==> config.mk <==
export PLATFORM = sky130hd
export DESIGN_NAME = pipeline_hazard_ctrl_flat
export DESIGN_NICKNAME = d
export VERILOG_FILES = /design/src/rtl/pipeline_hazard_ctrl_if.sv /design/src/rtl/pipeline_hazard_ctrl.sv /design/src/flat_wrapper.sv
export SDC_FILE = /design/constraint.sdc
export NUM_CORES = 1
export LEC_CHECK = 0
export BUFFER_PORTS_ARGS = -buffer_cell sky130_fd_sc_hd__buf_4
export CELL_PAD_IN_SITES_DETAIL_PLACEMENT = 1
export CELL_PAD_IN_SITES_GLOBAL_PLACEMENT = 2
export CORE_MARGIN = 3
export CORE_UTILIZATION = 30
export CTS_BUF_LIST = sky130_fd_sc_hd__clkbuf_2
export DETAILED_ROUTE_END_ITERATION = 6
export GPL_TIMING_DRIVEN = 1
export HOLD_SLACK_MARGIN = 0.02
export PLACE_DENSITY_LB_ADDON = 0.1
export SKIP_CTS_REPAIR_TIMING = 1
export SYNTH_ARGS = -nofsm -noshare
export SYNTH_HDL_FRONTEND = slang
export SYNTH_SLANG_ARGS = --single-unit
==> constraint.sdc <==
create_clock -name CLK -period 6.05 [get_ports CLK]
set_input_delay 1.21 -clock CLK [delete_from_list [all_inputs] [get_ports CLK]]
set_output_delay 1.21 -clock CLK [all_outputs]
set_load 0.01 [all_outputs]
==> src/rtl/pipeline_hazard_ctrl_if.sv <==
// Signal bundle between the pipeline datapath and the hazard controller.
// The datapath (master) reports stage status; the controller (slave) returns enables and flushes.
interface pipeline_hazard_ctrl_if;
  logic        ihit;
  logic        dhit;
  logic        exmem_dREN;
  logic        exmem_dWEN;
  logic        idex_dREN;
  logic [4:0]  idex_rt;
  logic [4:0]  ifid_rs;
  logic [4:0]  ifid_rt;
  logic        redirect;
  logic        halt_wb;

  logic        pc_en;
  logic        ifid_en;
  logic        idex_en;
  logic        exmem_en;
  logic        memwb_en;
  logic        ifid_flush;
  logic        idex_flush;
  logic        idex_freeze;
  logic        dmem_suppress;
  logic        halted;
  logic [15:0] stall_count;

  modport master (
    output ihit, dhit, exmem_dREN, exmem_dWEN, idex_dREN,
           idex_rt, ifid_rs, ifid_rt, redirect, halt_wb,
    input  pc_en, ifid_en, idex_en, exmem_en, memwb_en,
           ifid_flush, idex_flush, idex_freeze, dmem_suppress,
           halted, stall_count
  );

  modport slave (
    input  ihit, dhit, exmem_dREN, exmem_dWEN, idex_dREN,
           idex_rt, ifid_rs, ifid_rt, redirect, halt_wb,
    output pc_en, ifid_en, idex_en, exmem_en, memwb_en,
           ifid_flush, idex_flush, idex_freeze, dmem_suppress,
           halted, stall_count
  );
endinterface

==> src/rtl/pipeline_hazard_ctrl.sv <==
// Five-stage pipeline hazard controller: memory-wait sequencing, load-use bubbles,
// redirect flushes that survive fetch misses, halt, and a saturating stall counter.
module pipeline_hazard_ctrl (
  input  logic                   CLK,
  input  logic                   nRST,
  pipeline_hazard_ctrl_if.slave  bus
);

  typedef enum logic [1:0] {
    RUN      = 2'd0,
    MEM_WAIT = 2'd1,
    MEM_DONE = 2'd2,
    HALTED   = 2'd3
  } state_e;

  state_e      state_q, state_d;
  logic        redirect_pend_q, redirect_pend_d;
  logic        halted_q, halted_d;
  logic [15:0] stall_count_q, stall_count_d;

  logic memop;
  logic lu;
  logic advance;
  logic flush;
  logic bubble;
  logic front_en;
  logic suppress;

  assign memop = bus.exmem_dREN | bus.exmem_dWEN;
  assign lu    = bus.idex_dREN & (bus.idex_rt != 5'd0) &
                 ((bus.idex_rt == bus.ifid_rs) | (bus.idex_rt == bus.ifid_rt));

  // State register
  always_ff @(posedge CLK or negedge nRST) begin
    if (!nRST) begin
      state_q         <= RUN;
      redirect_pend_q <= 1'b0;
      halted_q        <= 1'b0;
      stall_count_q   <= 16'd0;
    end else begin
      state_q         <= state_d;
      redirect_pend_q <= redirect_pend_d;
      halted_q        <= halted_d;
      stall_count_q   <= stall_count_d;
    end
  end

  // Next-state logic
  always_comb begin
    state_d = state_q;
    unique case (state_q)
      RUN: begin
        if (memop && !bus.dhit)                  state_d = MEM_WAIT;
        else if (memop && bus.dhit && !bus.ihit) state_d = MEM_DONE;
      end
      MEM_WAIT: begin
        if (bus.dhit && bus.ihit)       state_d = RUN;
        else if (bus.dhit && !bus.ihit) state_d = MEM_DONE;
      end
      MEM_DONE: begin
        if (bus.ihit) state_d = RUN;
      end
      HALTED: state_d = HALTED;
    endcase
    if (bus.halt_wb) state_d = HALTED;
  end

  // A redirect seen while fetch is missing must still flush once the fetch lands
  always_comb begin
    redirect_pend_d = redirect_pend_q;
    if (bus.ihit)          redirect_pend_d = 1'b0;
    else if (bus.redirect) redirect_pend_d = 1'b1;
  end

  assign halted_d = (state_d == HALTED);

  // Output logic
  always_comb begin
    advance  = 1'b0;
    suppress = 1'b0;
    flush    = 1'b0;
    bubble   = 1'b0;
    front_en = 1'b0;
    unique case (state_q)
      RUN:      advance = bus.ihit & (!memop | bus.dhit);
      MEM_WAIT: advance = bus.ihit & bus.dhit;
      MEM_DONE: begin
        advance  = bus.ihit;
        suppress = 1'b1;
      end
      HALTED:   advance = 1'b0;
    endcase
    if (state_q != HALTED) begin
      flush    = bus.redirect | redirect_pend_q;
      // Flushing discards the dependent instruction, so no bubble is needed
      bubble   = advance & lu & !flush;
      front_en = advance & !bubble;
    end
  end

  always_comb begin
    stall_count_d = stall_count_q;
    if ((state_q != HALTED) && !front_en && (stall_count_q != 16'hFFFF))
      stall_count_d = stall_count_q + 16'd1;
  end

  assign bus.pc_en         = front_en;
  assign bus.ifid_en       = front_en;
  assign bus.idex_en       = advance;
  assign bus.exmem_en      = advance;
  assign bus.memwb_en      = advance;
  assign bus.ifid_flush    = flush;
  assign bus.idex_flush    = flush;
  assign bus.idex_freeze   = bubble;
  assign bus.dmem_suppress = suppress;
  assign bus.halted        = halted_q;
  assign bus.stall_count   = stall_count_q;

endmodule

==> src/flat_wrapper.sv <==
// flat-port wrapper written by rule: the top's interface ports become plain ports
module pipeline_hazard_ctrl_flat 
  (CLK, nRST, bus_ihit, bus_dhit, bus_exmem_dREN, bus_exmem_dWEN, bus_idex_dREN, bus_idex_rt, bus_ifid_rs, bus_ifid_rt, bus_redirect, bus_halt_wb, bus_pc_en, bus_ifid_en, bus_idex_en, bus_exmem_en, bus_memwb_en, bus_ifid_flush, bus_idex_flush, bus_idex_freeze, bus_dmem_suppress, bus_halted, bus_stall_count);
  pipeline_hazard_ctrl_if bus_i ();
  input  logic CLK;
  input  logic nRST;
  input wire logic [$bits(bus_i.ihit)-1:0] bus_ihit;
  input wire logic [$bits(bus_i.dhit)-1:0] bus_dhit;
  input wire logic [$bits(bus_i.exmem_dREN)-1:0] bus_exmem_dREN;
  input wire logic [$bits(bus_i.exmem_dWEN)-1:0] bus_exmem_dWEN;
  input wire logic [$bits(bus_i.idex_dREN)-1:0] bus_idex_dREN;
  input wire logic [$bits(bus_i.idex_rt)-1:0] bus_idex_rt;
  input wire logic [$bits(bus_i.ifid_rs)-1:0] bus_ifid_rs;
  input wire logic [$bits(bus_i.ifid_rt)-1:0] bus_ifid_rt;
  input wire logic [$bits(bus_i.redirect)-1:0] bus_redirect;
  input wire logic [$bits(bus_i.halt_wb)-1:0] bus_halt_wb;
  output wire logic [$bits(bus_i.pc_en)-1:0] bus_pc_en;
  output wire logic [$bits(bus_i.ifid_en)-1:0] bus_ifid_en;
  output wire logic [$bits(bus_i.idex_en)-1:0] bus_idex_en;
  output wire logic [$bits(bus_i.exmem_en)-1:0] bus_exmem_en;
  output wire logic [$bits(bus_i.memwb_en)-1:0] bus_memwb_en;
  output wire logic [$bits(bus_i.ifid_flush)-1:0] bus_ifid_flush;
  output wire logic [$bits(bus_i.idex_flush)-1:0] bus_idex_flush;
  output wire logic [$bits(bus_i.idex_freeze)-1:0] bus_idex_freeze;
  output wire logic [$bits(bus_i.dmem_suppress)-1:0] bus_dmem_suppress;
  output wire logic [$bits(bus_i.halted)-1:0] bus_halted;
  output wire logic [$bits(bus_i.stall_count)-1:0] bus_stall_count;
  assign bus_i.ihit = bus_ihit;
  assign bus_i.dhit = bus_dhit;
  assign bus_i.exmem_dREN = bus_exmem_dREN;
  assign bus_i.exmem_dWEN = bus_exmem_dWEN;
  assign bus_i.idex_dREN = bus_idex_dREN;
  assign bus_i.idex_rt = bus_idex_rt;
  assign bus_i.ifid_rs = bus_ifid_rs;
  assign bus_i.ifid_rt = bus_ifid_rt;
  assign bus_i.redirect = bus_redirect;
  assign bus_i.halt_wb = bus_halt_wb;
  assign bus_pc_en = bus_i.pc_en;
  assign bus_ifid_en = bus_i.ifid_en;
  assign bus_idex_en = bus_i.idex_en;
  assign bus_exmem_en = bus_i.exmem_en;
  assign bus_memwb_en = bus_i.memwb_en;
  assign bus_ifid_flush = bus_i.ifid_flush;
  assign bus_idex_flush = bus_i.idex_flush;
  assign bus_idex_freeze = bus_i.idex_freeze;
  assign bus_dmem_suppress = bus_i.dmem_suppress;
  assign bus_halted = bus_i.halted;
  assign bus_stall_count = bus_i.stall_count;
  pipeline_hazard_ctrl u_core (.CLK(CLK), .nRST(nRST), .bus(bus_i));
endmodule
Yosys cells after proc, flatten, opt, wreduce, memory -nomap -nowiden
Index checks and enable logic that the tools add are counted.

storage, ports and cells
  bits in registers = 20
  bits of input ports = 24
  output and inout port bits = 26
  word-level logic and storage cells = 54

operators by class
  add/subtract/negate cells = 1
  equality and inequality tests = 8
  mux-type cells = 14
  bitwise logic cells = 11
  reductions and logical operators = 16

operators by type and width
  kind                     number
  $add A16 B1 Y16 const B  1
  $ne A16 B16 Y1 const B   1
  $mux W2                  6
  $eq A5 B5 Y1             2
  $pmux W2 S4              1
  $and A1 B1 Y1            7
  $logic_and A1 B1 Y1      7
  $eq A2 B2 Y1 const B     3
  $logic_not A1 Y1         6
  $mux W1                  6
  $reduce_bool A5 Y1       1
  $or A1 B1 Y1             4
  $pmux W1 S4              1
  $eq A2 B1 Y1 const B     1
  $logic_not A2 Y1         1
  $ne A2 B2 Y1 const B     1
  $reduce_bool A2 Y1       1

Longest topological paths before layout
  depth after elaboration = 13
  mapped depth = 9

Least setup slack after synthesis
No wires, ideal clock.

  path kind = input to output
  start point = in bus_idex_rt[0]
  end point = out bus_pc_en
  arrival time = 2395 ps
  path slack = 2445 ps
  stages = 5
  buffers on the path = 1
  path through = or4_1 -> o211ai_1 -> nor2_1 -> nor2_1 -> buf_4

on the way
  cells in the longest elaborated chain, start to end = 8
  elaborated cells on any way between the ends = 11
  those cells by class = eq/ne: 2; mux: 1; bitwise: 6; reduce/logical: 2

ends and longest elaborated chain
  element                                                    RTL line                                                text
  start, declared                                            flat_wrapper.sv:12                                      input wire logic [$bits(bus_i.idex_rt)-1:0] bus_idex_rt;
  $eq A5 B5 Y1 / $reduce_bool A5 Y1 (equally long branches)  pipeline_hazard_ctrl.sv:31, pipeline_hazard_ctrl.sv:30
  $or A1 B1 Y1 / $and A1 B1 Y1 (equally long branches)       pipeline_hazard_ctrl.sv:31, pipeline_hazard_ctrl.sv:30
  $and A1 B1 Y1 (*)                                          pipeline_hazard_ctrl.sv:30                              assign lu = bus.idex_dREN & (bus.idex_rt != 5'd0) &
  $and A1 B1 Y1 (*) (2 in a row)                             pipeline_hazard_ctrl.sv:96                              bubble = advance & lu & !flush;
  $logic_not A1 Y1 (*)                                       pipeline_hazard_ctrl.sv:97                              front_en = advance & !bubble;
  $and A1 B1 Y1 (*)                                          pipeline_hazard_ctrl.sv:97
  $mux W1 (*)                                                pipeline_hazard_ctrl.sv:93                              if (state_q != HALTED) begin
  end, declared                                              flat_wrapper.sv:17                                      output wire logic [$bits(bus_i.pc_en)-1:0] bus_pc_en;

Every way passes the cells marked *; elsewhere a longest branch is shown, timed or not.

Worst setup path in the final report
Same ends and word-level chain as after synthesis.

==> results.md <==
| Stage | Item | This run |
| --- | --- | --- |
| run status | Run status | finished clean |
| hold path | Number of stages on the worst hold path | 2 |
| critical path | Data required time at the worst endpoint | 4.84 ns |
| clock tree | Buffer cell driving the clock tree root | clkbuf_2 |
| power | Maximum VDD drop | 0.0848 mV |
| cells and area | Net count reported at finish | 193 |
| sta | RSZ-0062 raised after global routing | no |
| global route | Global Route Usage Sum | 0.146 |
| die | Die extent in x | 67.7 um |
| hold path | Hold WC Path Type | reg2reg |
| yosys | Cells taking the most area after synthesis | dfrtp_1 44%, xor2_1 18%, nor2_1 5.3%, buf_4 3.3%, nand3_1 3.1% |
| sta | Worst Setup Slack, final | 2.27 ns |
| sta | Fin crit share | 0.625 |
| yosys | Cell types with the highest counts after synthesis | 23 x xor2_1, 20 x dfrtp_1, 16 x nor2_1 |
| hold path | Hold Startpoint | u_core.redirect_pend_q$_DFFE_PN0P_ |
| yosys | Syn. warnings | 0 |
| yosys | Most frequent cell after synthesis | xor2_1 |
| hold path | Capture endpoint of the worst hold path | u_core.redirect_pend_q$_DFFE_PN0P_ |
| critical path | Family of cells with the greatest summed delay on the critical path | simple AND/OR/NAND/NOR gates |
| sta | Final setup violation count | 0 |
| yosys | Post-synth top area cell | dfrtp_1 |
| global route | Pin count of the biggest net entering global routing | 21 |
| critical path | Startpoint Class | primary input |
| drt | Vias/cell | 4.78 |
| sta | Min cycle time layout | 3.78 ns |
| placed design | HPWL after detailed placement | 2400 um |
| drt | Remaining design rule violation count | 0 |
| drt | Via count | 1,018 |
| yosys | Post-synth top flop | dfrtp_1 |
| yosys | Number of different library cells in the post-synthesis netlist | 27 |
| critical path | Worst Path Buf+Inv | 2 |
| global route | Sum of overflow across all layers after global routing | 0 |
| cells and area | Final Util | 0.451 |
| yosys | Sequential share of the synthesized area | 0.438 |
| drt | Detailed router's first-iteration violation count | 34 |
| clock tree | Clk_lat worst skew | 0.32 ns |
| die | Overall die height | 67.7 um |
| placed design | Post-Place Worst Slack | 2.26 ns |
| die | Starting Density | 0.327 |
| critical path | Cell Chain, Critical Path | buf_4 > or4_1 > o211ai_1 > nor2_1 > nor2_1 > buf_4 |
| yosys | Fraction of post-synthesis cell area in the top cell type by area | 0.438 |
| clock tree | CTS tree | built |
| sta | Fmax | 264 MHz |
| die | Overall die area | 4580 sq um |
| drt | Routed WL per cell | 14.0 um |
| sta | Largest clock skew in the final design | 0.00106 ns |
| critical path | Arrival time at the worst endpoint | 2.57 ns |
| yosys | Syn Std Cell Area | 1140 sq um |
| yosys | Number of synthesized flops with an enable pin | 0 |
| critical path | Launch instance of the worst register-to-register path | u_core.state_q[1]$_DFF_PN0_ |
| sta | Worst max-slew margin expressed relative to the limit | 0.661 |
| critical path | Critical setup path kind | in2out |
| drt | Remaining number of nets flagged by the antenna check after routing | 0 |
| yosys | Fraction of synthesis flops using an asynchronous set or reset pin | 1.00 |
| cells and area | Synth-to-Final Area Change | 37.9% |
| job | Number of violations of the max-capacitance limit | 0 |
| power | Pwr/cell area | 258 nW/um^2 |
| critical path | Standard cell with the maximum stage delay on the critical path | or4_1 |
| clock tree | Clock net sink count | 20 |
| cells and area | Diode count | 0 |
| placed design | Port buffer count | 49 |
| power | LEAKAGE | 0.712 nW |
| cells and area | Post-route standard cell area excluding fillers | 1580 sq um |
| critical path | Endpoint of the lowest-slack register-to-register path | u_core.bus.stall_count[11]$_DFFE_PN0P_ |
| drt | Detailed-route wire length | 2980 um |
| sta | Fin Setup TNS | 0 ns |
| yosys | Gate count of the mapped netlist | 119 |
| clock tree | Buffer depth of the longest clock path | 2 |
| critical path | Slack of the worst reg-to-reg path | 3.67 ns |
| placed design | RD Place Congestion | 0.757 |
| yosys | Post-synth net total | 144 |
| clock tree | Clock transition at path regs | 0.20 ns |
| sta | Number of max-slew violations in the final report | 0 |
| cells and area | Share of final-layout standard cells stronger than drive strength 1 | 0.365 |
| die | Core ar. | 3490 sq um |
| sta | Final Hold Viols | 0 |
| critical path | Worst r2r path cells | 8 |
| die | # IOs | 50 |
| global route | Vias in the first global route | 1,180 |
| yosys | Synthesized area per cell | 9.60 sq um |
| yosys | Post-synthesis sequential element count | 20 |
| critical path | Max incr delay on CP | 0.53 ns |
| drt | Initial DRT Pass Iterations | 3 |
| clock tree | H-tree Lvls | 1 |
| critical path | Max Fanout on Critical Path | 3 |
| placed design | Area post-placement | 1530 sq um |
| clock tree | Inserted Clock Buffers | 3 |
| sta | Slew at the pin with the worst max-slew slack | 0.508 ns |
| global route | Global-route wire length before repair | 5190 um |
| critical path | Critical Path Sink Type | primary output |
| die | Number of rows created at floorplan | 21 |
| global route | Antenna violations before repair | 0 |
[stage by stage]
step	hold slack, ns	instances	power [W]
after CTS	0.542	213	0.000413
final	0.537	213	0.000406
after floorplan	0.457	119	0.000240
after global placement	0.484	209	0.000306
after detailed placement	0.491	209	0.000312
after global routing	0.574	213	0.000435
[flip-flops by register name (all words and copies together) (netlist names)]
| signal | count |
|---|---|
| u_core.bus.halted | 1 |
| u_core.state_q | 2 |
| u_core.bus.stall_count | 16 |
| u_core.redirect_pend_q | 1 |
[logic make-up (layout without fill, tap and decap cells)]
group,Yosys count,after routing,synth area share
xor gates and xnor gates,25,25,0.192
DFF,20,20,0.438
buffers and inverters,8,56,0.0427
muxes,1,1,0.00986
adders and majority gates,1,1,0.0110
and+or+nand+nor,56,56,0.257
AOI/OAI and AO/OA,8,8,0.0493
[cells in the final DEF (no fill, tap or decap)]
master,n
bufinv_16,1
nor2b_1,2
inv_1,2
or4_1,2
xor2_1,23
a22o_1,1
nor3_2,2
o2111ai_1,1
nor4_1,2
nand2b_1,2
a211o_1,1
clkbuf_2,3
nor3_1,7
nor2_1,16
a21oi_1,3
dfrtp_1,20
ha_1,1
and2_1,1
buf_4,49
or2_2,3
mux2_2,1
nor4b_2,1
o211ai_1,1
inv_2,1
xnor2_1,2
nand3_1,7
a22oi_1,1
nand4_1,4
nand2_1,7
[where the power goes]
group / internal [W] / total (W) / switching, W
combinational: 0.0000618 / 0.000113 / 0.0000511
sequential: 0.000158 / 0.000192 / 0.0000345
clock: 0.0000570 / 0.000101 / 0.0000435
[per-layer routing]
metal,share of wire,track usage,routed length [um],vias up
li1,-,-,-,501
met5,0,0,0,-
met2,0.50,0.262,1480,39
met1,0.44,0.179,1310,476
met3,0.058,0.0300,172,2
met4,0.0047,0.0304,14,0
[worst reg2reg max path, delay by kind of cell (launching register included)]
family | cells | cell delay [ns]
xor gates and xnor gates | 1 | 0.17
buffers and inverters | 1 | 0.09
DFF | 1 | 0.50
AOI/OAI and AO/OA | 2 | 0.70
and+or+nand+nor | 4 | 0.87
[worst max-delay path by stage]
stage / from / end / slack [ns] / depth (start not counted)
final: bus_idex_rt[0] / bus_pc_en / 2.27 / 6
after global routing: bus_idex_rt[0] / bus_pc_en / 2.14 / 6
after CTS: bus_idex_rt[0] / bus_pc_en / 2.25 / 6
after detailed placement: bus_idex_rt[0] / bus_pc_en / 2.26 / 6
after global placement: bus_idex_rt[0] / bus_ifid_en / 2.29 / 6
after floorplan: bus_idex_rt[0] / bus_pc_en / 2.44 / 5
[final cells by class]
class / count / area [sq um]
tap: 46 / 57.6
timing repair buffer: 49 / 368
fill: 419 / 1920
clock inverter: 1 / 30.0
clock buffer: 3 / 15.0
sequential: 20 / 500
multi-input combinational: 91 / 593
inverter: 3 / 11.3
No activity file was read; power rests on OpenSTA's default activity.
